`src/rtl/pattern_tx.sv`:
```
// pattern_tx -- parallel-to-serial frame transmitter with a built-in
// reference pattern checker.
//
// A WIDTH-bit frame is taken on a load_valid/load_ready handshake and
// shifted out MSB first on w, one bit per clock. A frame offered while the
// last bit is on w follows it with no gap cycle. In parallel, a 2-bit history
// of w (sampled every cycle, IDLE zeros included) is matched against the
// patterns 110 and 101. exp_hit flags the cycle in which the current w bit
// completes a match, and hit_cnt counts those cycles and saturates at 255.
//
// Ports
//   clk         in   rising-edge clock
//   clr         in   asynchronous, active-low reset
//   load_valid  in   a parallel frame is offered
//   load_data   in   frame to send, MSB first (WIDTH bits)
//   load_ready  out  a frame can be accepted this cycle
//   w           out  registered serial bit stream
//   w_valid     out  w carries a frame bit
//   busy        out  a frame is in progress
//   done        out  high while the last bit of a frame is on w
//   exp_hit     out  the current w bit completes 110 or 101
//   hit_cnt     out  saturating count of exp_hit cycles (8 bits)
module pattern_tx #(
  parameter int WIDTH = 8
) (
  input  logic             clk,
  input  logic             clr,
  input  logic             load_valid,
  input  logic [WIDTH-1:0] load_data,
  output logic             load_ready,
  output logic             w,
  output logic             w_valid,
  output logic             busy,
  output logic             done,
  output logic             exp_hit,
  output logic [7:0]       hit_cnt
);

  localparam int CW = (WIDTH > 1) ? $clog2(WIDTH) : 1;
  // Index of the last bit of a frame; WIDTH-1 always fits in CW bits.
  localparam logic [CW-1:0] LAST = CW'(WIDTH - 1);

  typedef enum logic {
    IDLE  = 1'b0,
    SHIFT = 1'b1
  } state_t;

  state_t           state_q, state_d;
  logic [WIDTH-1:0] shreg_q, shreg_d;
  logic [CW-1:0]    cnt_q, cnt_d;
  logic             w_q, w_d;
  logic             w_valid_q, w_valid_d;
  logic             busy_q, busy_d;
  logic             done_q, done_d;
  logic [1:0]       hist_q, hist_d;
  logic [7:0]       hit_cnt_q, hit_cnt_d;
  logic             accept;
  logic             match;

  // Ready in IDLE and during the last bit, so a new frame can follow the
  // current one directly. Gated by clr so it stays low throughout reset.
  assign load_ready = clr & ((state_q == IDLE) | done_q);
  assign accept     = load_valid & load_ready;

  // Match against the two previous w values (oldest first) plus current w.
  assign match = ({hist_q, w_q} == 3'b110) | ({hist_q, w_q} == 3'b101);

  always_comb begin
    state_d   = state_q;
    shreg_d   = shreg_q;
    cnt_d     = cnt_q;
    w_d       = 1'b0;
    w_valid_d = 1'b0;
    busy_d    = 1'b0;
    done_d    = 1'b0;

    if (accept) begin
      // MSB goes straight onto w; the remaining bits wait in the shifter.
      state_d   = SHIFT;
      w_d       = load_data[WIDTH-1];
      shreg_d   = {load_data[WIDTH-2:0], 1'b0};
      cnt_d     = '0;
      w_valid_d = 1'b1;
      busy_d    = 1'b1;
    end else if ((state_q == SHIFT) && !done_q) begin
      w_d       = shreg_q[WIDTH-1];
      shreg_d   = {shreg_q[WIDTH-2:0], 1'b0};
      cnt_d     = cnt_q + 1'b1;
      w_valid_d = 1'b1;
      busy_d    = 1'b1;
      done_d    = (cnt_d == LAST);
    end else begin
      // Last bit sent with no follow-on frame, or already idle.
      state_d = IDLE;
      cnt_d   = '0;
    end

    // The history keeps sampling in IDLE, just as a free-running detector.
    hist_d = {hist_q[0], w_q};

    hit_cnt_d = hit_cnt_q;
    if (match && (hit_cnt_q != 8'hFF)) begin
      hit_cnt_d = hit_cnt_q + 8'd1;
    end
  end

  always_ff @(posedge clk or negedge clr) begin
    if (!clr) begin
      state_q   <= IDLE;
      shreg_q   <= '0;
      cnt_q     <= '0;
      w_q       <= 1'b0;
      w_valid_q <= 1'b0;
      busy_q    <= 1'b0;
      done_q    <= 1'b0;
      hist_q    <= 2'b00;
      hit_cnt_q <= 8'd0;
    end else begin
      state_q   <= state_d;
      shreg_q   <= shreg_d;
      cnt_q     <= cnt_d;
      w_q       <= w_d;
      w_valid_q <= w_valid_d;
      busy_q    <= busy_d;
      done_q    <= done_d;
      hist_q    <= hist_d;
      hit_cnt_q <= hit_cnt_d;
    end
  end

  assign w       = w_q;
  assign w_valid = w_valid_q;
  assign busy    = busy_q;
  assign done    = done_q;
  assign exp_hit = match;
  assign hit_cnt = hit_cnt_q;

endmodule

```
`config.mk`:
```
export PLATFORM = sky130hd
export DESIGN_NAME = pattern_tx
export DESIGN_NICKNAME = d
export VERILOG_FILES = /design/src/rtl/pattern_tx.sv
export SDC_FILE = /design/constraint.sdc
export NUM_CORES = 1
export LEC_CHECK = 0
export CAP_MARGIN = 20
export CELL_PAD_IN_SITES_DETAIL_PLACEMENT = 1
export CELL_PAD_IN_SITES_GLOBAL_PLACEMENT = 1
export CORE_MARGIN = 10
export CORE_UTILIZATION = 29
export DETAILED_ROUTE_END_ITERATION = 8
export MAX_ROUTING_LAYER = met4
export PLACE_DENSITY = 0.61
export RECOVER_POWER = 25
export SYNTH_ARGS = -nofsm -noshare
export SYNTH_HDL_FRONTEND = slang
export SYNTH_SLANG_ARGS = --single-unit
```
`constraint.sdc`:
```
create_clock -name clk -period 3.1 [get_ports clk]
set_input_delay 0.465 -clock clk [delete_from_list [all_inputs] [get_ports clk]]
set_output_delay 0.465 -clock clk [all_outputs]
set_load 0.03 [all_outputs]
```
After elaboration in Yosys (flattened, before gate mapping)
Index checks and enable logic that the tools add are counted.
{ "totals": {"reg_bits": 25, "latchBits": 0, "ram_bits": 0, "rom_bits": 0, "output_inout_bits": 14, "elab_cells": 36, "mem_count": 0} }
{ "classes": {"addsub": 2, "n_mul": 0, "div": 0, "n_lt_le_gt_ge": 0, "eq_ne": 5, "n_shift": 0, "n_mux": 12, "bitwise": 5, "reduce_logical": 4} }
{ "ops": {"columns": ["operator", "n"], "rows": [
  ["$mux W8", 2],
  ["$eq A3 B3 Y1 const B", 3],
  ["$add A8 B1 Y8 const B", 1],
  ["$mux W1", 8],
  ["$ne A8 B8 Y1 const B", 1],
  ["$mux W3", 2],
  ["$add A3 B1 Y3 const B", 1],
  ["$and A1 B1 Y1", 2],
  ["$logic_and A1 B1 Y1", 2],
  ["$ne A2 B2 Y1 const B", 1],
  ["$or A1 B1 Y1", 2],
  ["$reduce_bool A2 Y1", 1],
  ["$logic_not A1 Y1", 1],
  ["$not A1 Y1", 1]
]} }

Logic depth before layout (Yosys ltp)
Gate-level depths: netlist (run 1).
{ "depth": {"word_depth": 5, "mapped_depth": 5, "mapped_depth_nobuf": 5} }

Worst setup path after synthesis (run 1)
OpenSTA, ideal clock, no wires.
{ "synth_timing": {"kind": "register to register", "startpoint": "reg hit_cnt_q[0], in the netlist hit_cnt[0]", "endpoint": "reg hit_cnt_q[1], in the netlist hit_cnt[1]", "setup_ps": 128, "arrival_ps": 1494, "required_time_ps": 2972, "setup_slack_ps": 1479, "stages_incl_launch_ff": 5, "n_path_buf": 0, "period_less_slack_ps": 1621, "cell_sequence": "dfrtp_1 -> ha_1 -> nand3_1 -> o211ai_2 -> mux2_1"} }
{ "synth_via": {"elab_chain_cells": 2, "word_cells_on_any_way": 3, "cone_classes": "add/sub: 1; eq/ne: 1; reduce/logical: 1"} }
{ "synth_lines": {"columns": ["item", "line", "source"], "rows": [
  ["start: declaration", "56", "logic [7:0] hit_cnt_q, hit_cnt_d;"],
  ["start signal: assignment", "127", "hit_cnt_q <= hit_cnt_d;"],
  ["parallel branches: the longest is 2 deep, another holds $add A8 B1 Y8", null, null]
]} }
Parallel ways; which one is timed is not known.
A chain may end at the register's enable or synchronous reset.

Final worst setup path (run 1)
{ "layout_timing": {"startpoint": "reg w_q, in the netlist w", "endpoint": "out exp_hit"} }
{ "layout_via": {"elab_chain_cells": 2, "word_cells_on_any_way": 3, "cone_classes": "eq/ne: 2; bitwise: 1"} }
{ "layout_lines": {"columns": ["item", "line", "source"], "rows": [
  ["start: declaration", "51", "logic w_q, w_d;"],
  ["start signal: assignment", "122", "w_q <= w_d;"],
  ["$eq A3 B3 Y1", "66", "assign match = ({hist_q, w_q} == 3'b110) | ({hist_q, w_q} == 3'b101);"],
  ["$or A1 B1 Y1 *", "66", null],
  ["end: declaration", "35", "output logic exp_hit,"]
]} }
Mark *: on every way between the ends. The rest lies on a longest branch, timed or not.

==> results.md, run 1 <==
- Outcome: finished clean
- Most frequent cells in the layout: dfrtp_1, clkdlybuf4s50_1, nand2_1
- DR vias/cell: 4.67
- Mux contribution to synthesized area: 2.56%
- DP HPWL: 1.77 mm
- Number of flops mapped to enable cells by yosys: 0
- Initial DRC count: 31
- Post-Route WL: 2.28 mm
- Main combinational cell family by area after synthesis: simple AND/OR/NAND/NOR gates
- CP arrival: 1.84 ns
- Chip width: 79.5 um
- CTS buffer count: 3
- Register area: 601 um^2
- Post-synthesis compound-gate area fraction: 9.38%
- Port bufs: 24
- Multi-input gate area: 395 um^2
- Dpl cell area: 0.00131 mm^2
- Cell breakdown of the critical path: xor2_1 > and2_4 > clkdlybuf4s50_1
- Core ar.: 0.00339 mm^2
- Top_reg_cell synth: dfrtp_1
- Final cell count without fillers: 163
- HP Class: flop to flop
- Yosys cell types: 27
- Fin util: 39.7%
- Top Ports: 25
- Post-CTS Hold Buffers: 0
- Die H: 79.5 um
- Async SR Flop Fraction: 100%
- Ant. Diodes: 0
- GRT overflow: 0
- Post-synthesis adder-cell area fraction: 3.65%
- First-pass detailed-route iteration total: 2
- Clock sinks: 24
- Maximum capacitance violations: 0
- Mapped Cells: 91
- CP Class: flop to primary output
- Die ar.: 0.00632 mm^2
- CTS Buffer Depth: 2
- Number of setup violations in the final report: 0
- Data required, critical path: 2.63 ns
- Row count: 21
- Post-route design area: 0.00135 mm^2
- CTS root buffer: clkbuf_4
- Antenna violations before repair: 0
- Setup TNS: 0 ns
- Top delay family on crit path: buffers and inverters
- Final period util: 74.4%
- GP Congestion: 0.782
- Synth Area in XOR/XNOR: 5.97%
- RSZ-0062 raised after global routing: no
- Initial Util: 30.3%
- Maximum vdd drop: 0.230 mV
- Placed Instances: 159
- CP Launch Type: flop
- PD cells: 840 mW/mm^2
- Worst slew margin: 38.3%
- Fin. max-slew vios: 0
- Max incr delay on CP: 0.67 ns
- Tot Pwr: 1.13 mW
- Residual DRC: 0
- Worst slew pin tran: 0.925 ns
- Postcts setup bufs: 0
- Commonest non-fill, non-tap cell in the layout: dfrtp_1
- Hold Violations, Final: 0
- CTS tree: yes
- Syn-to-layout area delta: 31.1%
- Crit path buf inv count: 1
- Mapped Avg Cell Area: 11.3 um^2
- Max Fclk: 0.433 GHz
- Critical path fanouts, max: 4
- First-pass GRT wire length: 4.00 mm
- Worst path slowest cell: clkdlybuf4s50_1
- WL/cell: 14.0 um
- Nets@finish: 132
- Hold_ws: 0.414 ns
- Setup slack at placement: 1.02 ns
- Yosys warning count: 0
- Sequential cell area fraction in the yosys report: 58.5%
- Clk slew on worst S/H paths: 0.13 ns
- Final critical-path required period: 2.31 ns
- Mapped Nets: 105
- Number of global-route vias before repair: 832
- Post_cts resized: 0
- Layout filler cell count: 374
- CP Capture Type: primary output
- Clock skew: 0.00235 ns
- Post-layout worst setup margin: 0.792 ns
- DRT antenna net count: 0
- Post-synthesis simple-gate area fraction: 16.9%
- GRT Total Usage: 8.07%
- Worst-Skew Late Latency: 0.31 ns
- Post-synthesis cell area: 0.00103 mm^2
- Vias: 761
- H-tree depth: 1
- FF+latch count, synth: 24
- Layout cells sized above 1: 8.55%
- Static leakage: 0.636 nW
- Largest net degree at the start of global routing: 18
-- cells by family after synthesis --
logic type | count (synthesis)
AND/OR/NAND/NOR | 35
multiplexers | 2
buffers and inverters | 7
flip-flops | 24
AO/OA/AOI/OAI | 13
adder cells (fa/ha/maj) | 3
XOR/XNOR | 7
-- layer usage --
layer	track usage (%)	vias up	wire length, um
met2	13.2	22	1130
met5	-	-	0
met1	8.96	379	1040
li1	-	356	-
met4	3.23	0	19
met3	2.48	4	97
-- cell type report --
class	instances	share of cell area [%]
multi-input combinational	60	29.4
clock buffer	4	2.70
sequential	24	44.6
timing repair buffer	25	17.9
tap	46	4.28
inverter	4	1.12
-- Yosys cell counts, types with 2 or more instances --
master | number | area share [%]
a22oi_1 | 6 | 4.4
and2_1 | 2 | 1.2
and3_1 | 3 | 1.8
dfrtp_1 | 24 | 58
ha_1 | 3 | 3.7
inv_1 | 4 | 1.5
nand2_1 | 15 | 5.5
nand2b_1 | 3 | 1.8
nor2_1 | 6 | 2.2
nor2b_1 | 2 | 1.2
o21ai_0 | 2 | 0.97
xnor2_1 | 4 | 3.4
xor2_1 | 3 | 2.6
-- power by group --
| group | internal (mW) | leakage, nW | switching, mW |
|---|---|---|---|
| sequential | 0.416 | 0.313 | 0.0720 |
| clock | 0.0718 | 0.0210 | 0.0945 |
| combinational | 0.195 | 0.302 | 0.282 |
| total | 0.683 | 0.636 | 0.448 |
-- path summary, 6_finish.rpt --
path / from / end / slack (ns) / cells after the start
setup / recovery: w$_DFF_PN0_ / exp_hit / 0.79 / 3
hold / removal: hist_q[0]$_DFF_PN0_ / hist_q[1]$_DFF_PN0_ / 0.41 / 0
setup reg to reg: hit_cnt[0]$_DFFE_PN0P_ / hit_cnt[1]$_DFFE_PN0P_ / 1.51 / 4
hold reg to reg: hist_q[0]$_DFF_PN0_ / hist_q[1]$_DFF_PN0_ / 0.41 / 0
max in group asynchronous: clr / hit_cnt[0]$_DFFE_PN0P_ / 1.38 / 2
min in group asynchronous: clr / shreg_q[1]$_DFFE_PN0P_ / 0.53 / 1
-- registers in the layout, summed over array words and instances (netlist names) --
signal	count
busy	1
cnt_q	3
done	1
hist_q	2
hit_cnt	8
shreg_q	7
state_q	1
w	1
(Power assumes the default switching activity.)
==> run 2: changes to the inputs <==
==> constraint.sdc (replaced) <==
create_clock -name clk -period 2.4 [get_ports clk]
set_input_delay 0.36 -clock clk [delete_from_list [all_inputs] [get_ports clk]]
set_output_delay 0.36 -clock clk [all_outputs]
set_load 0.03 [all_outputs]
==> run 2 against run 1 <==
Die area unchanged. First-iteration DRC count decreased by 3.2%. Flip-flop and latch count unchanged. Non-clock buffer count increased by 1. Final area decreased by 0.74%. Clock-buffer cell count decreased by 1. Sequential share of layout area increased by 0.33 points. Total power increased by 25%. Largest power group unchanged.
==> results.md, run 2 (synthesis gave the netlist of run 1 again) <==
- Tot Pwr: 1.42 mW (+25%)
- Die ar.: 0.00632 mm^2 (unchanged)
- CP startpoint: w$_DFF_PN0_
- CP arrival: 1.83 ns (about the same)
- Core ar.: 0.00339 mm^2 (unchanged)
- Hold_ws: 0.350 ns (-0.0638 ns)
- Fin. max-slew vios: 0 (unchanged)
- Clock sinks: 24 (unchanged)
- Top Ports: 25 (unchanged)
- RR Startpoint: hit_cnt[0]$_DFFE_PN0P_
- Post-route design area: 0.00134 mm^2 (-0.74%)
- Setup slack, reg-to-reg: 0.81 ns (-0.70 ns)
- Layout cells sized above 1: 7.69% (-0.85 points)
- Final critical-path required period: 2.19 ns
- CP Class: flop to primary output
- Antenna violations before repair: 0 (unchanged)
- Dpl cell area: 0.00132 mm^2 (+0.57%)
- DP HPWL: 1.77 mm (+0.14%)
- Worst slew margin: 50.3% (+12 points)
- Ant. Diodes: 0 (unchanged)
- Vias: 745 (-2.1%)
- Initial DRC count: 30 (-3.2%)
- Initial Util: 30.3% (unchanged)
- Port bufs: 24 (unchanged)
- CP Capture Type: primary output
- CTS tree: yes
- Data required, critical path: 2.04 ns (-0.59 ns)
- CTS buffer count: 3 (unchanged)
- Static leakage: 0.630 nW (-0.94%)
- Top delay family on crit path: buffers and inverters
- Die H: 79.5 um (unchanged)
- Post-CTS Hold Buffers: 0 (unchanged)
- Cell breakdown of the critical path: xor2_1 > and2_4 > clkdlybuf4s50_1
- Worst path slowest cell: clkdlybuf4s50_1
- Crit path buf inv count: 1 (unchanged)
- Setup TNS: 0 ns (unchanged)
- Clock skew: 0.00270 ns (+0.000351 ns)
- Number of setup violations in the final report: 0 (unchanged)
- Final period util: 91.2%
- Number of cells on the critical path: 3 (unchanged)
- Residual DRC: 0 (unchanged)
- Clk slew on worst S/H paths: 0.12 ns (about the same)
- Worst slew pin tran: 0.746 ns (-0.179 ns)
- Sw frac: 40.1% (+0.45 points)
- Crit Reg-Reg Endpoint: hit_cnt[1]$_DFFE_PN0P_
- Outcome: finished clean
- Combinational cell fraction of total power: 43.4% (+1.3 points)
- CP Launch Type: flop
- Worst Reg-to-Reg Cells: 4 (unchanged)
- Sw power: 0.568 mW (+27%)
- Syn-to-layout area delta: 30.1%
- Row count: 21 (unchanged)
- Internal: 0.849 mW (+24%)
- Fin util: 39.4% (-0.30 points)
- Chip width: 79.5 um (unchanged)
- Hold Violations, Final: 0 (unchanged)
- GRT overflow: 0 (unchanged)
- H-tree depth: 1 (unchanged)
- Critical path fanouts, max: 4 (unchanged)
- Commonest non-fill, non-tap cell in the layout: dfrtp_1
- CTS root buffer: clkbuf_4
- GP Congestion: 0.698 (-11%)
- Postcts setup bufs: 0 (unchanged)
- Clk network pwr share: 12.2% (-2.5 points)
- Nets@finish: 133 (+0.76%)
- PD cells: 1060 mW/mm^2 (+26%)
- Worst-Skew Late Latency: 0.31 ns (about the same)
- GRT Total Usage: 7.98% (-0.095 points)
- Maximum vdd drop: 0.294 mV (+28%)
- RSZ-0062 raised after global routing: no
- Max Fclk: 0.457 GHz
- Max reg flops: 8 (unchanged)
- Maximum capacitance violations: 0 (unchanged)
- First-pass GRT wire length: 4.02 mm (+0.50%)
- Max incr delay on CP: 0.67 ns (about the same)
- Most frequent cells in the layout: dfrtp_1, clkdlybuf4s50_1, nand2_1
- DR vias/cell: 4.57 (-2.1%)
- HP Class: primary input to asynchronous set/reset pin
- Flop pwr share: 44.4% (+1.2 points)
- WL/cell: 13.6 um (-2.6%)
- First-pass detailed-route iteration total: 4 (+2)
- Number of global-route vias before repair: 841 (+1.1%)
- Post_cts resized: 0 (unchanged)
- Crit path to: exp_hit
- Post-Route WL: 2.22 mm (-2.6%)
- CTS Buffer Depth: 2 (unchanged)
- DRT antenna net count: 0 (unchanged)
- Largest net degree at the start of global routing: 15 (-3)
run 2: cell types whose count changed in the layout (fill, tap and decap cells not counted):
cell | previous run | this run
clkbuf_8 | 1 | 0
clkbuf_1 | 1 | 2
run 2: worst min-delay path by stage:
stage	startpoint	end	slack [ns]	depth (start not counted)
detailed placement	hist_q[0]$_DFF_PN0_	hist_q[1]$_DFF_PN0_	0.39	0
finish	clr	cnt_q[2]$_DFF_PN0_	0.35	1
global placement	hist_q[0]$_DFF_PN0_	hist_q[1]$_DFF_PN0_	0.38	0
floorplan	clr	busy$_DFF_PN0_	0.06	0
CTS	clr	cnt_q[1]$_DFF_PN0_	0.27	1
global route	clr	cnt_q[2]$_DFF_PN0_	0.36	1
run 2: final cells by class:
class	count	area, um^2
fillers	375	2050
flip-flops and latches	24	601
multi-input cells	60	395
repair buffers	26	245
well taps	46	57.6
clock buffers	3	22.5
inverters	4	15.0
run 2: metrics by stage:
| step | setup WS [ns] | cells |
|---|---|---|
| 5_1_grt | 0.102 | 163 |
| 3_5_place_dp | 0.545 | 160 |
| 2_1_floorplan | 0.779 | 91 |
| 4_1_cts | 0.177 | 163 |
| 3_3_place_gp | 0.571 | 160 |
| 6_report | 0.210 | 163 |
run 2: power by group through the flow:
stage | logic (mW) | registers, mW | clock network [mW]
2_1_floorplan | 0.317 | 0.719 | 0
3_3_place_gp | 0.619 | 0.630 | 0
3_5_place_dp | 0.635 | 0.640 | 0
4_1_cts | 0.637 | 0.631 | 0.186
5_1_grt | 0.692 | 0.652 | 0.203
6_report | 0.615 | 0.628 | 0.173
run 2: worst register-to-register path, cell delays in order (launching register included):
cell,delay (ns)
dfrtp_1,0.43
ha_1,0.19
nand3_1,0.15
o211ai_2,0.36
mux2_1,0.36
run 2: metal layers:
| layer | routed length, um | GRT usage [%] | up-vias |
|---|---|---|---|
| met5 | 0 | - | - |
| met4 | 14 | 3.23 | 0 |
| met3 | 163 | 2.82 | 2 |
| met2 | 1050 | 12.4 | 21 |
| met1 | 995 | 9.16 | 367 |
| li1 | - | - | 355 |
